**src/rtl/bit_serializer_pkg.sv**
```systemverilog
// Shared types for the bit serializer feeding the 101-sequence detector.
package bit_serializer_pkg;

   typedef enum logic {
      IDLE  = 1'b0,
      SHIFT = 1'b1
   } ser_state_t;

endpackage

```
**src/rtl/bit_serializer.sv**
```systemverilog
// Double-buffered parallel-to-serial converter: MSB-first, one bit per clock,
// fixed idle bit between words, valid/ready input handshake.
module bit_serializer
   import bit_serializer_pkg::*;
#(
   parameter int   WIDTH    = 8,
   parameter logic IDLE_BIT = 1'b0
) (
   input  logic             clk,
   input  logic             reset,
   input  logic [WIDTH-1:0] in_data,
   input  logic             in_valid,
   output logic             in_ready,
   output logic             x,
   output logic             x_valid,
   output logic             word_start,
   output logic             busy
);

   localparam int                CNT_W    = $clog2(WIDTH);
   localparam logic [CNT_W-1:0]  CNT_LAST = CNT_W'(WIDTH - 1);

   ser_state_t       r_state, w_state;
   logic [WIDTH-1:0] r_sr, w_sr;
   logic [CNT_W-1:0] r_cnt, w_cnt;
   logic [WIDTH-1:0] r_hold, w_hold;
   logic             r_hold_full, w_hold_full;
   logic             w_word_start;
   logic             w_xfer;
   logic             r_x, r_x_valid, r_word_start;

   assign w_xfer = in_valid & ~r_hold_full;

   always_comb begin
      w_state      = r_state;
      w_sr         = r_sr;
      w_cnt        = r_cnt;
      w_hold       = r_hold;
      w_hold_full  = r_hold_full;
      w_word_start = 1'b0;
      case (r_state)
         IDLE: begin
            if (w_xfer) begin
               w_sr         = in_data;
               w_cnt        = CNT_LAST;
               w_state      = SHIFT;
               w_word_start = 1'b1;
            end
         end
         SHIFT: begin
            if (r_cnt == '0) begin
               // Last bit: a held word takes priority over a fresh transfer.
               if (r_hold_full) begin
                  w_sr         = r_hold;
                  w_hold_full  = 1'b0;
                  w_cnt        = CNT_LAST;
                  w_word_start = 1'b1;
               end else if (w_xfer) begin
                  w_sr         = in_data;
                  w_cnt        = CNT_LAST;
                  w_word_start = 1'b1;
               end else begin
                  w_sr    = '0;
                  w_state = IDLE;
               end
            end else begin
               w_sr  = {r_sr[WIDTH-2:0], 1'b0};
               w_cnt = r_cnt - CNT_W'(1);
               if (w_xfer) begin
                  w_hold      = in_data;
                  w_hold_full = 1'b1;
               end
            end
         end
         default: w_state = IDLE;
      endcase
   end

   always_ff @(posedge clk or posedge reset) begin
      if (reset) begin
         r_state      <= IDLE;
         r_sr         <= '0;
         r_cnt        <= '0;
         r_hold       <= '0;
         r_hold_full  <= 1'b0;
         r_x          <= IDLE_BIT;
         r_x_valid    <= 1'b0;
         r_word_start <= 1'b0;
      end else begin
         r_state      <= w_state;
         r_sr         <= w_sr;
         r_cnt        <= w_cnt;
         r_hold       <= w_hold;
         r_hold_full  <= w_hold_full;
         // Outputs are registered from next-state values so x shows the MSB
         // in the cycle right after the loading edge.
         r_x          <= (w_state == SHIFT) ? w_sr[WIDTH-1] : IDLE_BIT;
         r_x_valid    <= (w_state == SHIFT);
         r_word_start <= w_word_start;
      end
   end

   assign in_ready   = ~r_hold_full;
   assign x          = r_x;
   assign x_valid    = r_x_valid;
   assign word_start = r_word_start;
   assign busy       = (r_state == SHIFT) | r_hold_full;

endmodule

```
**config.mk**
```make
export PLATFORM = sky130hd
export DESIGN_NAME = bit_serializer
export DESIGN_NICKNAME = d
export VERILOG_FILES = /design/src/rtl/bit_serializer_pkg.sv /design/src/rtl/bit_serializer.sv
export SDC_FILE = /design/constraint.sdc
export NUM_CORES = 1
export LEC_CHECK = 0
export ABC_AREA = 0
export BUFFER_PORTS_ARGS = -buffer_cell sky130_fd_sc_hd__buf_4
export CAP_MARGIN = 20
export CORE_ASPECT_RATIO = 1.25
export CORE_MARGIN = 2
export CORE_UTILIZATION = 50
export DETAILED_ROUTE_END_ITERATION = 8
export GPL_TIMING_DRIVEN = 0
export HOLD_SLACK_MARGIN = 0.12
export PLACE_DENSITY = 0.79
export SLEW_MARGIN = 0
export SYNTH_ARGS = -nofsm -noshare
export SYNTH_HDL_FRONTEND = slang
export SYNTH_SLANG_ARGS = --single-unit
```
**constraint.sdc**
```tcl
create_clock -name clk -period 2.8 [get_ports clk]
set_input_delay 0.7 -clock clk [delete_from_list [all_inputs] [get_ports clk]]
set_output_delay 0.7 -clock clk [all_outputs]
set_load 0.1 [all_outputs]
```
==> results.cfg <==
[run_status]
outcome = finished, final reports clean

[cells_and_area]
fill_cells = 203
final_nets = 134
design_area_um2 = 1350
finalNonFillerCells = 151
area_delta_synth_final_pct = 15.2
antenna_cells = 0
drive_gt1_frac = 0.342
multi_input_area_um2 = 552
final_util = 0.612
regArea_um2 = 576

[grt]
grt_pass1_vias = 855
antenna_found_initial = 0
grt_pass1_wl_mm = 3.73
grt_max_degree = 24
grt_overflow = 0
grtUsageTotal = 0.189

[critical_path]
critPathLaunchType = flop
crit_family = flip-flops
slowest_delay_ps = 540
crit_path_max_fanout = 8
path_depth = 3
reg2reg_slack_ps = 1180
critPathKind = reg -> out
worstPathBufferInverterCount = 2
arrival_ps = 1320
reg2regPathDepth = 6
cp_data_required_time_ps = 2100
cp-end-kind = output port
path_cells = inv_1 > nand2_1 > buf_4
cpMaxStageDelayCell = dfrtp_1

[sta]
fin_tns_setup_ps = 0
period_minus_slack_ps = 2020
timing.slew.headroom = 0.424
setup_violations = 0
slew_violations = 0
rsz0062_at_grt = false
max_freq_ghz = 0.495
tightest_slew_ps = 863
period_share = 0.722
hold_viol = 0
finClkSkew_ps = 3.22

[die]
fp.dieH_um = 58.2
rows = 19
die_area_um2 = 2760
coreArea_um2 = 2210
fp.dieW_um = 47.4
pin_count = 16
start_util = 0.531

[power_and_ir_drop]
p_sw_frac = 0.455
pwr-share-clk = 0.093
p_leak_uw = 0.000665
p_total_uw = 1620
p_int_uw = 883
power.density_nw_per_um2 = 1200
power_switching_uw = 737
ir_worst_vdd_v = 0.00119
pwr-share-comb = 0.544
seqPwrFrac = 0.363

[synthesis]
post_synth_num_cell_types = 31
syn_area_per_cell_um2 = 11.6
ys_async_sr_fraction = 1.00
post-synth-top-area-fraction = 0.490
yosys.area.top_type = dfrtp_1
yosys_warnings = 0
netlist_instances = 101
syn_nets = 114
synth_flop_cell = dfrtp_1
seq_area_frac_synth = 0.490
synth_most_common_cell = dfrtp_1
syn-cell-area_um2 = 1170
synth_seq_cells = 23
synth_area_leaders = dfrtp_1, mux2_4, nand3_1
synth_edf_count = 0
synth_common_cells = dfrtp_1, nand3_1, mux2_4, nand2_1, nor2_1

[cts]
cts_buffers = 3
clock_path_buffers = 2
postCtsSetupBuffers = 0
worstSkewPairLatency_ps = 310
htreeDepth = 1
root_buffer = clkbuf_4
clkTransAtPathRegs_ps = 120
tritoncts = done
postCtsHoldBufs = 0
cts.sink_count = 23
cts-resized-gates = 0

[detailed_routing]
drc = 0
via_count = 820
routedWlPerCell_um = 14.0
antenna_left = 0
viasPerCell = 5.43
drt_iter0_drc = 24
drt-pass1-iter-count = 4
drt_wl_total_mm = 2.11

[min_path]
min_path_cells = 1
hold_path_class = reg -> reg

[placed_design]
hpwl_mm = 1.55
gp_congestion = 0.856
placed_area_um2 = 1330
post-place-cells = 147
port-buffer-count = 15

[run]
maxCapViolCount = 0
==> registers in the layout, indices dropped and copies added, names as in the netlist <==
register / count
r_cnt: 3
word_start: 1
r_sr: 8
x_valid: 1
r_hold: 8
r_hold_full: 1
x: 1
==> power groups by stage <==
| stage | sequential (µW) | clock, µW | combinational, µW |
|---|---|---|---|
| finish | 587 | 151 | 881 |
| global route | 608 | 176 | 966 |
| CTS | 588 | 161 | 891 |
| detailed placement | 596 | 0 | 887 |
| global placement | 588 | 0 | 869 |
| floorplan | 683 | 0 | 620 |
==> final timing paths <==
check                            start          end
max                        r_hold_full         busy
min                           r_cnt[0]     r_cnt[0]
max reg2reg                   r_cnt[0]    r_hold[0]
min reg2reg                   r_cnt[0]     r_cnt[0]
max in group asynchronous        reset  r_hold_full
min in group asynchronous        reset      r_sr[1]
==> worst reg2reg max path, delay by kind of cell (launching register included) <==
kind          cells  cell delay [ps]
mux               1              310
buf+inv           1               80
fa+ha+maj         1              230
simple gates      3              480
flops             1              420
==> through the flow <==
step / worst slack (ps) / hold WS [ps]
6_report: 780 / 491
5_1_grt: 672 / 499
4_1_cts: 761 / 486
3_5_place_dp: 1130 / 470
3_3_place_gp: 1150 / 451
2_1_floorplan: 214 / 440
==> cells in the final DEF (no fill, tap or decap), drive strengths merged, types with 2 or more instances in the layout <==
master / synthesis / final
a21oi: 6 / 6
a22oi: 6 / 6
a31oi: 2 / 2
buf: 1 / 16
clkbuf: 1 / 4
dfrtp: 23 / 23
ha: 2 / 2
inv: 6 / 6
mux2: 8 / 8
nand2: 10 / 10
nand2b: 2 / 2
nand3: 11 / 11
nor2: 10 / 10
nor2b: 2 / 2
nor3b: 2 / 2
o21ai: 2 / 2
==> metal layers <==
metal	wire, µm	share of wire	vias to the layer above	GRT usage
li1	-	-	396	-
met2	1100	0.52	16	0.303
met3	84	0.040	4	0.0374
met5	0	0	-	0
met4	23	0.011	0	0.0714
met1	906	0.43	404	0.245
==> cells by family after synthesis <==
kind of cell	after synthesis	share of synthesized area
simple gates	38	0.214
flops	23	0.490
compound gates	21	0.124
mux	9	0.111
buf+inv	8	0.0405
fa+ha+maj	2	0.0213
==> final cells by class <==
type / instances / share of cell area
flip-flops and latches: 23 / 0.425
multi-input cells: 70 / 0.408
repair buffers: 15 / 0.0832
well taps: 31 / 0.0287
plain buffers: 2 / 0.0185
clock buffers: 3 / 0.0166
inverters: 6 / 0.0166
clock inverters: 1 / 0.00370
(Power assumes the default switching activity.)
